## src/rtl/axi_read_responder_if.sv

```systemverilog
// AR/R channel bundle between the prefetcher (master) and the read responder (slave).
interface axi_read_responder_if #(
  parameter int unsigned ADDR_BITS = 64,
  parameter int unsigned DATA_BITS = 512,
  parameter int unsigned ID_BITS   = 4
);
  logic                 arValid;
  logic                 arReady;
  logic [ADDR_BITS-1:0] arAddr;
  logic [ID_BITS-1:0]   arId;
  logic [7:0]           arLen;

  logic                 rValid;
  logic                 rReady;
  logic [DATA_BITS-1:0] rData;
  logic [ID_BITS-1:0]   rId;
  logic                 rLast;
  logic [1:0]           rResp;

  modport master (
    output arValid, arAddr, arId, arLen, rReady,
    input  arReady, rValid, rData, rId, rLast, rResp
  );

  modport slave (
    input  arValid, arAddr, arId, arLen, rReady,
    output arReady, rValid, rData, rId, rLast, rResp
  );
endinterface

```

## src/rtl/axi_read_responder.sv

```systemverilog
// In-order AXI read responder: queues AR requests and returns bursts whose beats
// carry an address-derived pattern (lane i = beat address + 8*i).
module axi_read_responder #(
  parameter int unsigned ADDR_BITS            = 64,
  parameter int unsigned LOG_BLOCK_DATA_BYTES = 6,
  parameter int unsigned ID_BITS              = 4,
  parameter int unsigned LOG_AR_DEPTH         = 2,
  parameter int unsigned RESP_LATENCY         = 4
) (
  input  logic                  clk,
  input  logic                  resetN,
  axi_read_responder_if.slave   bus,
  output logic [LOG_AR_DEPTH:0] outstandingCnt
);
  localparam int unsigned DATA_BITS   = 8 * (1 << LOG_BLOCK_DATA_BYTES);
  localparam int unsigned LANES       = DATA_BITS / 64;
  localparam int unsigned DEPTH       = 1 << LOG_AR_DEPTH;
  localparam int unsigned BLOCK_BYTES = 1 << LOG_BLOCK_DATA_BYTES;
  localparam int unsigned CNT_W       = LOG_AR_DEPTH + 1;
  localparam int unsigned WAIT_W      = (RESP_LATENCY > 0) ? $clog2(RESP_LATENCY + 1) : 1;

  typedef enum logic [1:0] {S_IDLE, S_WAIT, S_BURST} state_t;

  typedef struct packed {
    logic [ADDR_BITS-1:0] addr;
    logic [ID_BITS-1:0]   id;
    logic [7:0]           len;
  } ar_req_t;

  ar_req_t                 mem_q [DEPTH];
  ar_req_t                 head;
  ar_req_t                 ar_in;
  logic [LOG_AR_DEPTH-1:0] wr_ptr_q, wr_ptr_d, rd_ptr_q, rd_ptr_d;
  logic [CNT_W-1:0]        count_q, count_d;
  logic                    push, pop;

  state_t                  state_q, state_d;
  logic [WAIT_W-1:0]       wait_q, wait_d;
  logic [7:0]              len_q, len_d, beat_cnt_q, beat_cnt_d;
  logic [ADDR_BITS-1:0]    beat_addr_q, beat_addr_d;

  logic                    ar_ready_q, ar_ready_d;
  logic                    r_valid_q, r_valid_d;
  logic                    r_last_q, r_last_d;
  logic [1:0]              resp_q, resp_d;
  logic [ID_BITS-1:0]      id_q, id_d;
  logic [DATA_BITS-1:0]    data_q, data_d;
  logic [CNT_W-1:0]        outstanding_q, outstanding_d;

  function automatic logic [DATA_BITS-1:0] beat_pattern(input logic [ADDR_BITS-1:0] addr);
    logic [DATA_BITS-1:0] d;
    d = '0;
    for (int unsigned i = 0; i < LANES; i++) begin
      d[64*i +: 64] = 64'(addr) + 64'(8 * i);
    end
    return d;
  endfunction

  assign ar_in = '{addr: bus.arAddr, id: bus.arId, len: bus.arLen};
  assign head  = mem_q[rd_ptr_q];
  assign push  = bus.arValid && ar_ready_q;

  // Request storage carries no reset; only entries between the pointers are ever read.
  always_ff @(posedge clk) begin
    if (push) mem_q[wr_ptr_q] <= ar_in;
  end

  always_comb begin
    state_d     = state_q;
    wait_d      = wait_q;
    id_d        = id_q;
    len_d       = len_q;
    beat_cnt_d  = beat_cnt_q;
    beat_addr_d = beat_addr_q;
    resp_d      = resp_q;
    data_d      = data_q;
    pop         = 1'b0;

    case (state_q)
      S_IDLE:  pop = (count_q != '0);
      S_WAIT: begin
        if (wait_q == WAIT_W'(1)) state_d = S_BURST;
        else                      wait_d  = wait_q - WAIT_W'(1);
      end
      S_BURST: begin
        if (bus.rReady) begin
          if (beat_cnt_q == len_q) begin
            if (count_q != '0) pop     = 1'b1;
            else               state_d = S_IDLE;
          end else begin
            beat_cnt_d  = beat_cnt_q + 8'd1;
            beat_addr_d = beat_addr_q + ADDR_BITS'(BLOCK_BYTES);
            data_d      = beat_pattern(beat_addr_d);
          end
        end
      end
      default: state_d = S_IDLE;
    endcase

    // Load the queue head into the active burst; misaligned requests answer SLVERR.
    if (pop) begin
      id_d        = head.id;
      len_d       = head.len;
      beat_cnt_d  = '0;
      beat_addr_d = {head.addr[ADDR_BITS-1:LOG_BLOCK_DATA_BYTES], {LOG_BLOCK_DATA_BYTES{1'b0}}};
      resp_d      = (head.addr[LOG_BLOCK_DATA_BYTES-1:0] != '0) ? 2'b10 : 2'b00;
      data_d      = beat_pattern(beat_addr_d);
      if (RESP_LATENCY == 0) begin
        state_d = S_BURST;
      end else begin
        state_d = S_WAIT;
        wait_d  = WAIT_W'(RESP_LATENCY);
      end
    end

    wr_ptr_d      = wr_ptr_q + LOG_AR_DEPTH'(push);
    rd_ptr_d      = rd_ptr_q + LOG_AR_DEPTH'(pop);
    count_d       = count_q + CNT_W'(push) - CNT_W'(pop);

    r_valid_d     = (state_d == S_BURST);
    r_last_d      = r_valid_d && (beat_cnt_d == len_d);
    ar_ready_d    = (count_d != CNT_W'(DEPTH));
    outstanding_d = count_d + CNT_W'(state_d != S_IDLE);
  end

  always_ff @(posedge clk or negedge resetN) begin
    if (!resetN) begin
      state_q       <= S_IDLE;
      wait_q        <= '0;
      wr_ptr_q      <= '0;
      rd_ptr_q      <= '0;
      count_q       <= '0;
      len_q         <= '0;
      beat_cnt_q    <= '0;
      beat_addr_q   <= '0;
      id_q          <= '0;
      resp_q        <= '0;
      data_q        <= '0;
      ar_ready_q    <= 1'b1;
      r_valid_q     <= 1'b0;
      r_last_q      <= 1'b0;
      outstanding_q <= '0;
    end else begin
      state_q       <= state_d;
      wait_q        <= wait_d;
      wr_ptr_q      <= wr_ptr_d;
      rd_ptr_q      <= rd_ptr_d;
      count_q       <= count_d;
      len_q         <= len_d;
      beat_cnt_q    <= beat_cnt_d;
      beat_addr_q   <= beat_addr_d;
      id_q          <= id_d;
      resp_q        <= resp_d;
      data_q        <= data_d;
      ar_ready_q    <= ar_ready_d;
      r_valid_q     <= r_valid_d;
      r_last_q      <= r_last_d;
      outstanding_q <= outstanding_d;
    end
  end

  assign bus.arReady    = ar_ready_q;
  assign bus.rValid     = r_valid_q;
  assign bus.rData      = data_q;
  assign bus.rId        = id_q;
  assign bus.rLast      = r_last_q;
  assign bus.rResp      = resp_q;
  assign outstandingCnt = outstanding_q;
endmodule

```

## src/flat_wrapper.sv

```systemverilog
// flat-port wrapper written by rule: the top's interface ports become plain ports
module axi_read_responder_flat 
#(
  parameter int unsigned ADDR_BITS            = 64,
  parameter int unsigned LOG_BLOCK_DATA_BYTES = 6,
  parameter int unsigned ID_BITS              = 4,
  parameter int unsigned LOG_AR_DEPTH         = 2,
  parameter int unsigned RESP_LATENCY         = 4
)
  (clk, resetN, outstandingCnt, bus_arValid, bus_arAddr, bus_arId, bus_arLen, bus_rReady, bus_arReady, bus_rValid, bus_rData, bus_rId, bus_rLast, bus_rResp);
  axi_read_responder_if #(.ADDR_BITS(ADDR_BITS), .DATA_BITS(512), .ID_BITS(ID_BITS)) bus_i ();
  input  logic clk;
  input  logic resetN;
  output logic [LOG_AR_DEPTH:0] outstandingCnt;
  input wire logic [$bits(bus_i.arValid)-1:0] bus_arValid;
  input wire logic [$bits(bus_i.arAddr)-1:0] bus_arAddr;
  input wire logic [$bits(bus_i.arId)-1:0] bus_arId;
  input wire logic [$bits(bus_i.arLen)-1:0] bus_arLen;
  input wire logic [$bits(bus_i.rReady)-1:0] bus_rReady;
  output wire logic [$bits(bus_i.arReady)-1:0] bus_arReady;
  output wire logic [$bits(bus_i.rValid)-1:0] bus_rValid;
  output wire logic [$bits(bus_i.rData)-1:0] bus_rData;
  output wire logic [$bits(bus_i.rId)-1:0] bus_rId;
  output wire logic [$bits(bus_i.rLast)-1:0] bus_rLast;
  output wire logic [$bits(bus_i.rResp)-1:0] bus_rResp;
  assign bus_i.arValid = bus_arValid;
  assign bus_i.arAddr = bus_arAddr;
  assign bus_i.arId = bus_arId;
  assign bus_i.arLen = bus_arLen;
  assign bus_i.rReady = bus_rReady;
  assign bus_arReady = bus_i.arReady;
  assign bus_rValid = bus_i.rValid;
  assign bus_rData = bus_i.rData;
  assign bus_rId = bus_i.rId;
  assign bus_rLast = bus_i.rLast;
  assign bus_rResp = bus_i.rResp;
  axi_read_responder #(.ADDR_BITS(ADDR_BITS), .LOG_BLOCK_DATA_BYTES(LOG_BLOCK_DATA_BYTES), .ID_BITS(ID_BITS), .LOG_AR_DEPTH(LOG_AR_DEPTH), .RESP_LATENCY(RESP_LATENCY)) u_core (.clk(clk), .resetN(resetN), .bus(bus_i), .outstandingCnt(outstandingCnt));
endmodule
```

## config.mk

```make
export PLATFORM = sky130hd
export DESIGN_NAME = axi_read_responder_flat
export DESIGN_NICKNAME = d
export VERILOG_FILES = /design/src/rtl/axi_read_responder_if.sv /design/src/rtl/axi_read_responder.sv /design/src/flat_wrapper.sv
export SDC_FILE = /design/constraint.sdc
export NUM_CORES = 1
export LEC_CHECK = 0
export CORE_MARGIN = 2
export CORE_UTILIZATION = 45
export DETAILED_ROUTE_END_ITERATION = 10
export HOLD_SLACK_MARGIN = 0.15
export PLACE_DENSITY_LB_ADDON = 0.25
export SETUP_SLACK_MARGIN = 0.02
export SKIP_CTS_REPAIR_TIMING = 1
export SYNTH_ARGS = -nofsm -noshare
export SYNTH_HDL_FRONTEND = slang
export SYNTH_SLANG_ARGS = --single-unit
```

## constraint.sdc

```tcl
create_clock -name clk -period 6.8 [get_ports clk]
set_input_delay 1.02 -clock clk [delete_from_list [all_inputs] [get_ports clk]]
set_output_delay 1.02 -clock clk [all_outputs]
set_load 0.005 [all_outputs]
```

**Word level (Yosys, flattened, before mapping)**

Memory sizes are Yosys's and may differ from the RTL's.
Index checks and enable logic that the tools add are counted.

- Register bits after elaboration: 616
- RAM bits: 304
- Input port bits: 80
- Logic and storage cells: 87
- Memories: 1

- Add/subtract/negate cells: 22
- Equal/unequal tests: 9
- Muxes and demuxes: 29
- Reduce and logical (&&, ||, !) cells: 11

Memories:

| name | depth | width | read ports | clocked after Yosys merged registers in | write ports | RTL line | text |
|---|---|---|---|---|---|---|---|
| u_core.mem_q | 4 | 76 | 1 | 0 | 1 | axi_read_responder.sv:30 | `ar_req_t mem_q [DEPTH];` |

Operators with widths:

| kind | count |
|---|---|
| 512-bit 2-to-1 mux | 4 |
| 64-bit by 6-bit adder with 64-bit output, second input constant | 8 |
| 64-bit by 5-bit adder with 64-bit output, second input constant | 4 |
| 64-bit 2-to-1 mux | 4 |
| 64-bit by 4-bit adder with 64-bit output, second input constant | 2 |
| 64-bit by 7-bit adder with 64-bit output, second input constant | 1 |
| 8-bit 2-to-1 mux | 5 |
| 8-bit == test | 2 |
| 2-bit 2-to-1 mux | 6 |
| 3-bit 2-to-1 mux | 3 |
| 8-bit by 1-bit adder with 8-bit output, second input constant | 1 |
| 2-bit nonzero test | 4 |
| 3-bit by 1-bit adder with 3-bit output | 2 |
| 2-bit one-hot mux with 3 select lines | 1 |
| 6-bit nonzero test | 1 |
| 1-bit 2-to-1 mux | 5 |
| 2-bit by 1-bit adder with 2-bit output | 2 |
| 2-bit == test, second input constant | 2 |
| 2-bit by 1-bit inequality test with 1-bit output, second input constant | 2 |
| 3-bit by 1-bit == test with 1-bit output, second input constant | 1 |
| 3-bit inequality test, second input constant | 1 |
| 3-bit AND reduction | 1 |
| 3-bit nonzero test | 1 |
| 3-bit by 1-bit subtractor with 3-bit output | 1 |
| other kinds (6) | 7 |

**Longest topological paths before layout**

Gate-level depths: netlist (run 1).

- Depth in word-level cells: 8
- Depth in mapped cells: 17
- Depth with buffers taken out: 13

**Worst setup path after synthesis (run 1)**

No wires, ideal clock.

- Path kind: input port to flip-flop
- From: input bus_arValid
- To: memory u_core.mem_q[1][0] (netlist name) (enable)
- Arrival time: 6.668 ns
- Slack: -0.487 ns
- Stages: 2
- Buffers on the path: 0
- Cells stage by stage: nand2_1 > nor3b_1

- Word-level cells in the longest chain between the ends: 3

RTL lines:

| item | RTL line | text |
|---|---|---|
| from (decl) | flat_wrapper.sv:15 | `input wire logic [$bits(bus_i.arValid)-1:0] bus_arValid;` |
| 1-bit logical AND | axi_read_responder.sv:61 | `assign push = bus.arValid && ar_ready_q;` |
| 1-bit 2-to-1 mux | axi_read_responder.sv:65 | `if (push) mem_q[wr_ptr_q] <= ar_in;` |
| 1-bit 2-to-1 mux (implied by the code) | axi_read_responder.sv:65 |  |
| to (decl) | axi_read_responder.sv:30 |  |

Every way passes these cells.

**Worst setup path after layout (run 1)**

- From: register u_core.beat_cnt_q[0]
- To: register u_core.data_q[503], in the netlist u_core.bus.rData[503]

- Word-level cells in the longest chain between the ends: 6

RTL lines:

| item | RTL line | text |
|---|---|---|
| from (decl) | axi_read_responder.sv:39 | `logic [7:0] len_q, len_d, beat_cnt_q, beat_cnt_d;` |
| from (signal assigned) | axi_read_responder.sv:150 | `beat_cnt_q <= beat_cnt_d;` |
| 8-bit == test (*) | axi_read_responder.sv:87 | `if (beat_cnt_q == len_q) begin` |
| 1-bit 2-to-1 mux | axi_read_responder.sv:87 |  |
| 1-bit 2-to-1 mux | axi_read_responder.sv:86 | `if (bus.rReady) begin` |
| 1-bit one-hot mux with 2 select lines | axi_read_responder.sv:79 | `case (state_q)` |
| 2-bit by 1-bit inequality test with 1-bit output (no source line) / 2-bit nonzero test (equally long branches) | -- |  |
| 3-bit AND reduction (no source line) | -- |  |
| to (signal assigned) | axi_read_responder.sv:154 | `data_q <= data_d;` |
| to (decl) | axi_read_responder.sv:47 | `logic [DATA_BITS-1:0] data_q, data_d;` |

Mark *: on every way between the ends. The rest lies on a longest branch, timed or not.
A chain may end at the register's enable or synchronous reset.

==> results.py, run 1 <==
metrics = {
    "run_status": {
        "status": "finished, final reports clean",
    },
    "power": {
        "p_sw_mw": 5.38,
        "seqPwrFrac_pct": 37.6,
        "p_total_mw": 15.2,
        "clkPwrFrac_pct": 20.0,
        "p_leak_nw": 11.7,
        "p_sw_share_pct": 35.4,
        "intPower_mw": 9.83,
        "p_comb_share_pct": 42.5,
        "ir_worst_vdd_mv": 0.372,
        "p_per_area_nw_per_um2": 503,
    },
    "floorplanning": {
        "ios": 604,
        "core_area_um2": 52800,
        "initial_core_util_pct": 45.6,
        "die_height_um": 235,
        "die_w_um": 235,
        "die_area_um2": 55400,
        "fp-row-count": 84,
    },
    "logic_synthesis": {
        "synth_top_area_cell": "edfxtp_1",
        "synth_edf_count": 304,
        "synthArstFlopShare_pct": 43.1,
        "synth_top_area_share_pct": 37.9,
        "ys.flop_type": "edfxtp_1",
        "synth_area_um2": 24100,
        "synth_seq_cells": 534,
        "yosysSeqAreaShare_pct": 61.8,
        "yosys.cell_types.count": 65,
        "yosysWarnings": 0,
        "synth_area_leaders": "edfxtp_1 38%, dfrtp_1 24%, buf_4 10%",
        "syn_inst": 1773,
        "synth_area_per_cell_um2": 13.6,
    },
    "place": {
        "globalplace.congestion": 0.855,
        "place_inst": 2679,
        "portBuffers": 597,
        "hpwlAfterDp_um": 49400,
    },
    "sta": {
        "fmax_mhz": 253,
        "worst_pin_slew_ns": 1.08,
        "finalHoldViolCount": 0,
        "finalClockSkew_ns": 0.0256,
        "setup_viol": 0,
        "period_needed_ns": 3.95,
        "grt_setup_unrepaired": "false",
        "slew_headroom_pct": 27.7,
        "min_period_over_period_pct": 58.1,
        "slew_violations": 0,
    },
    "clock_tree": {
        "clockBufferDepth": 3,
        "cts_tree": "done",
        "cts_root_buf": "clkbuf_16",
        "cts_made_buffers": 56,
        "clk_pin_slew_ns": 0.06,
        "insertion_delay_ns": 0.62,
        "cts.htree.levels": 2,
        "cts.sinks": 534,
    },
    "setup_path": {
        "required_ns": 7.31,
        "arrival_ns": 4.46,
        "end_kind": "register",
        "cp.buffers_inverters": 1,
        "cpLargestDelayFamily": "simple AND/OR/NAND/NOR gates",
        "cp-start-kind": "register",
        "slowest_delay_ns": 0.92,
        "path_class": "reg -> reg",
        "crit_fanout": 104,
        "cp_cell_sequence": "xnor2_1 > nand4_1 > nor2_1 > o21ai_0 > nand2_4 > buf_4 > a211oi_1 > a21o_1",
        "crit_slowest_cell": "buf_4",
    },
    "route": {
        "drtIter0Drc": 1249,
        "dr.pass1.iters": 5,
        "route.detailed.drc": 0,
        "ant_nets": 0,
        "wl_um": 69000,
        "vias": 15023,
        "vias_per_cell": 5.39,
        "wl_per_cell_um": 24.8,
    },
    "global_route": {
        "grt.overflow.total": 0,
        "grt_pass1_vias": 14855,
        "antenna_found_initial": 12,
        "grt_max_degree": 156,
        "grt_pass1_wl_um": 100000,
        "grt_util_all_layers_pct": 24.4,
    },
    "hold_path": {
        "hold_path.class": "in -> async",
    },
    "layout": {
        "drive_gt1_share_pct": 10.4,
        "nets": 2141,
        "area_growth_pct": 25.6,
        "stdcell_count": 2788,
    },
    "flow_run": {
        "maxCapViolations": 0,
    },
}
## metal layers
layer | up-vias | GRT usage, % | share of wire [%] | wire length [um]
met5 | - | 0 | 0.13 | 89
met4 | 14 | 7.70 | 3.1 | 2150
met1 | 7687 | 33.0 | 42 | 29000
li1 | 6664 | - | - | -
met2 | 551 | 38.7 | 47 | 32400
met3 | 107 | 6.58 | 7.8 | 5390
## power by group through the flow
stage | registers, mW | clock network [mW] | logic (mW)
floorplan | 5.28 | 0 | 3.88
global placement | 5.73 | 0 | 6.42
detailed placement | 5.77 | 0 | 6.51
global route | 5.85 | 3.22 | 6.89
CTS | 5.72 | 3.10 | 6.53
finish | 5.71 | 3.04 | 6.46
## cell type report
type / instances / area [um^2]
diodes: 4 / 10.0
clock buffers: 69 / 1500
clock inverters: 36 / 347
fillers: 4244 / 22500
inverters: 20 / 75.1
multi-input cells: 822 / 6410
flip-flops and latches: 534 / 14900
well taps: 688 / 861
repair buffers: 615 / 6140
## path summary, 6_finish.rpt
path | from | end | slack, ns | cells past startpoint
min in group clk | u_core.bus.rData[295] | u_core.bus.rData[295] | 0.48 | 1
setup / recovery | u_core.beat_cnt_q[0] | u_core.bus.rData[503] | 2.85 | 8
hold reg to reg | u_core.bus.rData[295] | u_core.bus.rData[295] | 0.48 | 1
hold / removal | resetN | u_core.bus.rId[2] | 0.33 | 1
setup reg to reg | u_core.beat_cnt_q[0] | u_core.bus.rData[503] | 2.85 | 8
max in group asynchronous | resetN | u_core.bus.rData[218] | 5.12 | 2
## sequential cells by signal, indices dropped and copies added, names as in the netlist
name / count
u_core.wait_q: 3
u_core.len_q: 8
u_core.bus.rResp: 1
u_core.outstandingCnt: 3
u_core.bus.rValid: 1
u_core.rd_ptr_q: 2
u_core.wr_ptr_q: 2
u_core.state_q: 2
u_core.bus.rId: 4
u_core.bus.rData: 191
u_core.bus.arReady: 1
u_core.mem_q: 304
u_core.bus.rLast: 1
u_core.count_q: 3
u_core.beat_cnt_q: 8
## synth_stat cells (6+ instances only)
library cell    n
a211oi_2       14
buf_4         323
a211oi_1       21
nand4_1        19
inv_1          20
a31oi_1        22
nor3_1         11
buf_1           8
o21ai_0        16
a21o_1        114
nor4_1          8
xnor2_1        57
nor2_1        107
dfrtp_1       229
a22oi_1         9
nand3_1        22
a211o_1         6
xor2_1         23
buf_2          32
clkbuf_1       38
and3_1         13
a21oi_1        22
and2_1          6
a41oi_1         6
edfxtp_1      304
ha_1           11
mux4_2         70
nand2_1       144
o22a_1         27
## per-stage QoR
| step | area, um^2 | util (%) | TNS (ns) | hold WS [ns] | setup slack [ns] |
|---|---|---|---|---|---|
| floorplan | 24100 | - | -77.84 | 0.466 | -0.487 |
| global placement | 28400 | 53.8 | 0 | 0.461 | 3.02 |
| detailed placement | 28400 | 53.8 | 0 | 0.463 | 2.91 |
| CTS | 30200 | 57.3 | 0 | 0.327 | 2.94 |
| global route | 30200 | 57.3 | 0 | 0.359 | 2.54 |
| finish | 30200 | 57.3 | 0 | 0.332 | 2.85 |
## worst reg2reg max path, stage by stage, from the launching register on
cell	delay, ns
dfrtp_1	0.44
xnor2_1	0.30
nand4_1	0.17
nor2_1	0.60
o21ai_0	0.27
nand2_4	0.61
buf_4	0.93
a211oi_1	0.31
a21o_1	0.24
## cells by family after synthesis
| kind of cell | synth area share [%] |
|---|---|
| other | 0.0156 |
| muxes | 6.59 |
| xor gates and xnor gates | 3.00 |
| buffers and inverters | 11.8 |
| and+or+nand+nor | 7.54 |
| AOI/OAI and AO/OA | 8.58 |
| DFF | 61.8 |
| adders and majority gates | 0.655 |
## cells in the final DEF (no fill, tap or decap), drive strengths merged, types with 6 or more instances in the layout
| master | n |
|---|---|
| inv | 21 |
| conb | 6 |
| a41oi | 6 |
| xor2 | 23 |
| a211o | 6 |
| a211oi | 35 |
| o22a | 27 |
| nand4 | 20 |
| a21oi | 22 |
| a21o | 114 |
| nand2 | 145 |
| dfrtp | 229 |
| a22oi | 9 |
| nor2 | 108 |
| o21ai | 18 |
| clkbuf | 69 |
| nand3 | 24 |
| mux4 | 70 |
| xnor2 | 57 |
| nor3 | 15 |
| clkdlybuf4s50 | 596 |
| ha | 11 |
| nor4 | 14 |
| a31oi | 22 |
| buf | 19 |
| edfxtp | 304 |
| and2 | 6 |
| clkinv | 27 |
| and3 | 13 |
No activity file was read; power rests on OpenSTA's default activity.
==> inputs of run 2 (changes only) <==
Settings changed: CORE_AREA set to 2 2 232 234, CORE_MARGIN 2 to unset, CORE_UTILIZATION 45 to unset, DIE_AREA set to 0 0 234 236.
Clock period 6.8 ns to 3.8 ns, I/O delays scaled along.
==> results.py, run 2 (synthesized netlist as in run 1, its figures left out) <==
metrics = {
    "clock_tree": {
        "clockBufferDepth": 3,
        "cts.sinks": 534,
        "insertion_delay_ns": 0.61,
        "clk_pin_slew_ns": 0.06,
        "cts_tree": "done",
        "cts_root_buf": "clkbuf_16",
        "cts.htree.levels": 2,
        "cts_made_buffers": 55,
    },
    "global_route": {
        "grt_most_used_layer": "met2",
        "grt_pass1_wl_um": 98100,
        "grt_max_degree": 156,
        "use_met1_pct": 32.7,
        "grt_util_all_layers_pct": 24.3,
        "grt_pass1_vias": 14630,
        "met2_usage_pct": 38.9,
        "antenna_found_initial": 12,
        "grt.overflow.total": 0,
        "grt_use_met3_pct": 6.10,
    },
    "sta": {
        "finalClockSkew_ns": 0.0242,
        "fin_ws_ns": 0.676,
        "slew_violations": 0,
        "fmax_mhz": 320,
        "whs_ns": 0.475,
        "min_period_over_period_pct": 82.2,
        "period_needed_ns": 3.12,
        "grt_setup_unrepaired": "false",
        "slew_headroom_pct": 38.4,
        "setup_viol": 0,
        "tns_ns": 0,
        "worst_pin_slew_ns": 0.924,
        "finalHoldViolCount": 0,
    },
    "route": {
        "vias_per_cell": 5.34,
        "ant_nets": 0,
        "route.detailed.drc": 0,
        "wl_per_cell_um": 24.1,
        "dr.pass1.iters": 5,
        "vias": 14988,
        "drtIter0Drc": 1055,
        "wl_um": 67500,
    },
    "setup_path": {
        "cp_cell_sequence": "xnor2_1 > nand4_1 > nor3_1 > o21ai_4 > inv_2 > ha_1 > inv_1 > ha_1 > inv_1 > fa_1 > inv_1 > ha_1 > xor2_1",
        "path_class": "reg -> reg",
        "crit_fanout": 5,
        "crit_slowest_cell": "nor3_1",
        "end_kind": "register",
        "arrival_ns": 3.60,
        "startpoint": "u_core.beat_cnt_q[2]",
        "crit-reg2reg-launch": "u_core.beat_cnt_q[2]",
        "slowest_delay_ns": 0.54,
        "cp-start-kind": "register",
        "required_ns": 4.28,
    },
    "run_status": {
        "status": "finished, final reports clean",
    },
    "power": {
        "p_per_area_nw_per_um2": 897,
        "ir_worst_vdd_mv": 0.494,
        "p_leak_nw": 11.8,
    },
    "layout": {
        "drive_gt1_share_pct": 10.9,
        "nets": 2155,
        "mostFrequentLayoutCell": "clkdlybuf4s50_1",
        "area_growth_pct": 26.4,
        "top_register": "u_core.mem_q",
        "layout_common_cells": "596 x clkdlybuf4s50_1, 304 x edfxtp_1, 227 x dfrtp_1",
        "largest_reg_flops": 304,
        "stdcell_count": 2807,
        "fill_cells": 4254,
    },
    "place": {
        "globalplace.congestion": 0.864,
        "place_inst": 2701,
        "hpwlAfterDp_um": 49300,
        "dp_slack_ns": 0.421,
        "portBuffers": 597,
    },
    "floorplanning": {
        "ios": 604,
        "die_w_um": 234,
        "fp-row-count": 85,
        "die_area_um2": 55200,
        "die_height_um": 236,
        "initial_core_util_pct": 45.4,
        "core_area_um2": 53100,
    },
    "hold_path": {
        "hold_path.class": "reg -> reg",
        "hold_path.startpoint": "u_core.bus.rData[309]",
    },
    "flow_run": {
        "maxCapViolations": 0,
    },
}
-- run 2: critical path: cells and delay by family (launching register included) --
family / cells / cell delay, ns
buf+inv: 4 / 0.25
flops: 1 / 0.43
xor+xnor: 2 / 0.42
fa+ha+maj: 4 / 1.06
simple gates: 2 / 0.70
compound gates: 1 / 0.11
-- run 2: per-stage QoR --
step | util, % | power (mW) | cell area [um^2]
2_1_floorplan | - | 16.4 | 24100
3_3_place_gp | 53.9 | 21.8 | 28600
3_5_place_dp | 53.9 | 22.1 | 28600
4_1_cts | 57.3 | 27.6 | 30400
5_1_grt | 57.4 | 28.8 | 30400
6_report | 57.4 | 27.3 | 30400
-- run 2: path summary, 6_finish.rpt --
path,end,slack (ns),depth (start not counted)
setup / recovery,u_core.outstandingCnt[2],0.68,13
hold / removal,u_core.bus.rData[309],0.48,1
setup reg to reg,u_core.outstandingCnt[2],0.68,13
hold reg to reg,u_core.bus.rData[309],0.48,1
max in group asynchronous,u_core.bus.rData[303],2.35,3
min in group asynchronous,u_core.wr_ptr_q[0],0.56,2
-- run 2: metal layers --
layer / vias up / wire length (um)
met5: - / 95
met4: 14 / 1830
met3: 98 / 4780
met2: 539 / 32800
met1: 7664 / 28000
li1: 6673 / -
-- run 2: layout make-up --
type | instances | area (um^2) | area share [%]
timing repair buffer | 630 | 6320 | 20.8
tap | 696 | 871 | 2.86
sequential | 534 | 14900 | 48.9
clock buffer | 89 | 1670 | 5.47
clock inverter | 11 | 176 | 0.580
multi-input combinational | 822 | 6430 | 21.1
antenna | 5 | 12.5 | 0.0411
inverter | 20 | 75.1 | 0.247
-- run 2: where the power goes --
part,internal (mW),switching [mW]
registers,8.01,2.05
logic,6.56,5.21
clock network,3.26,2.20
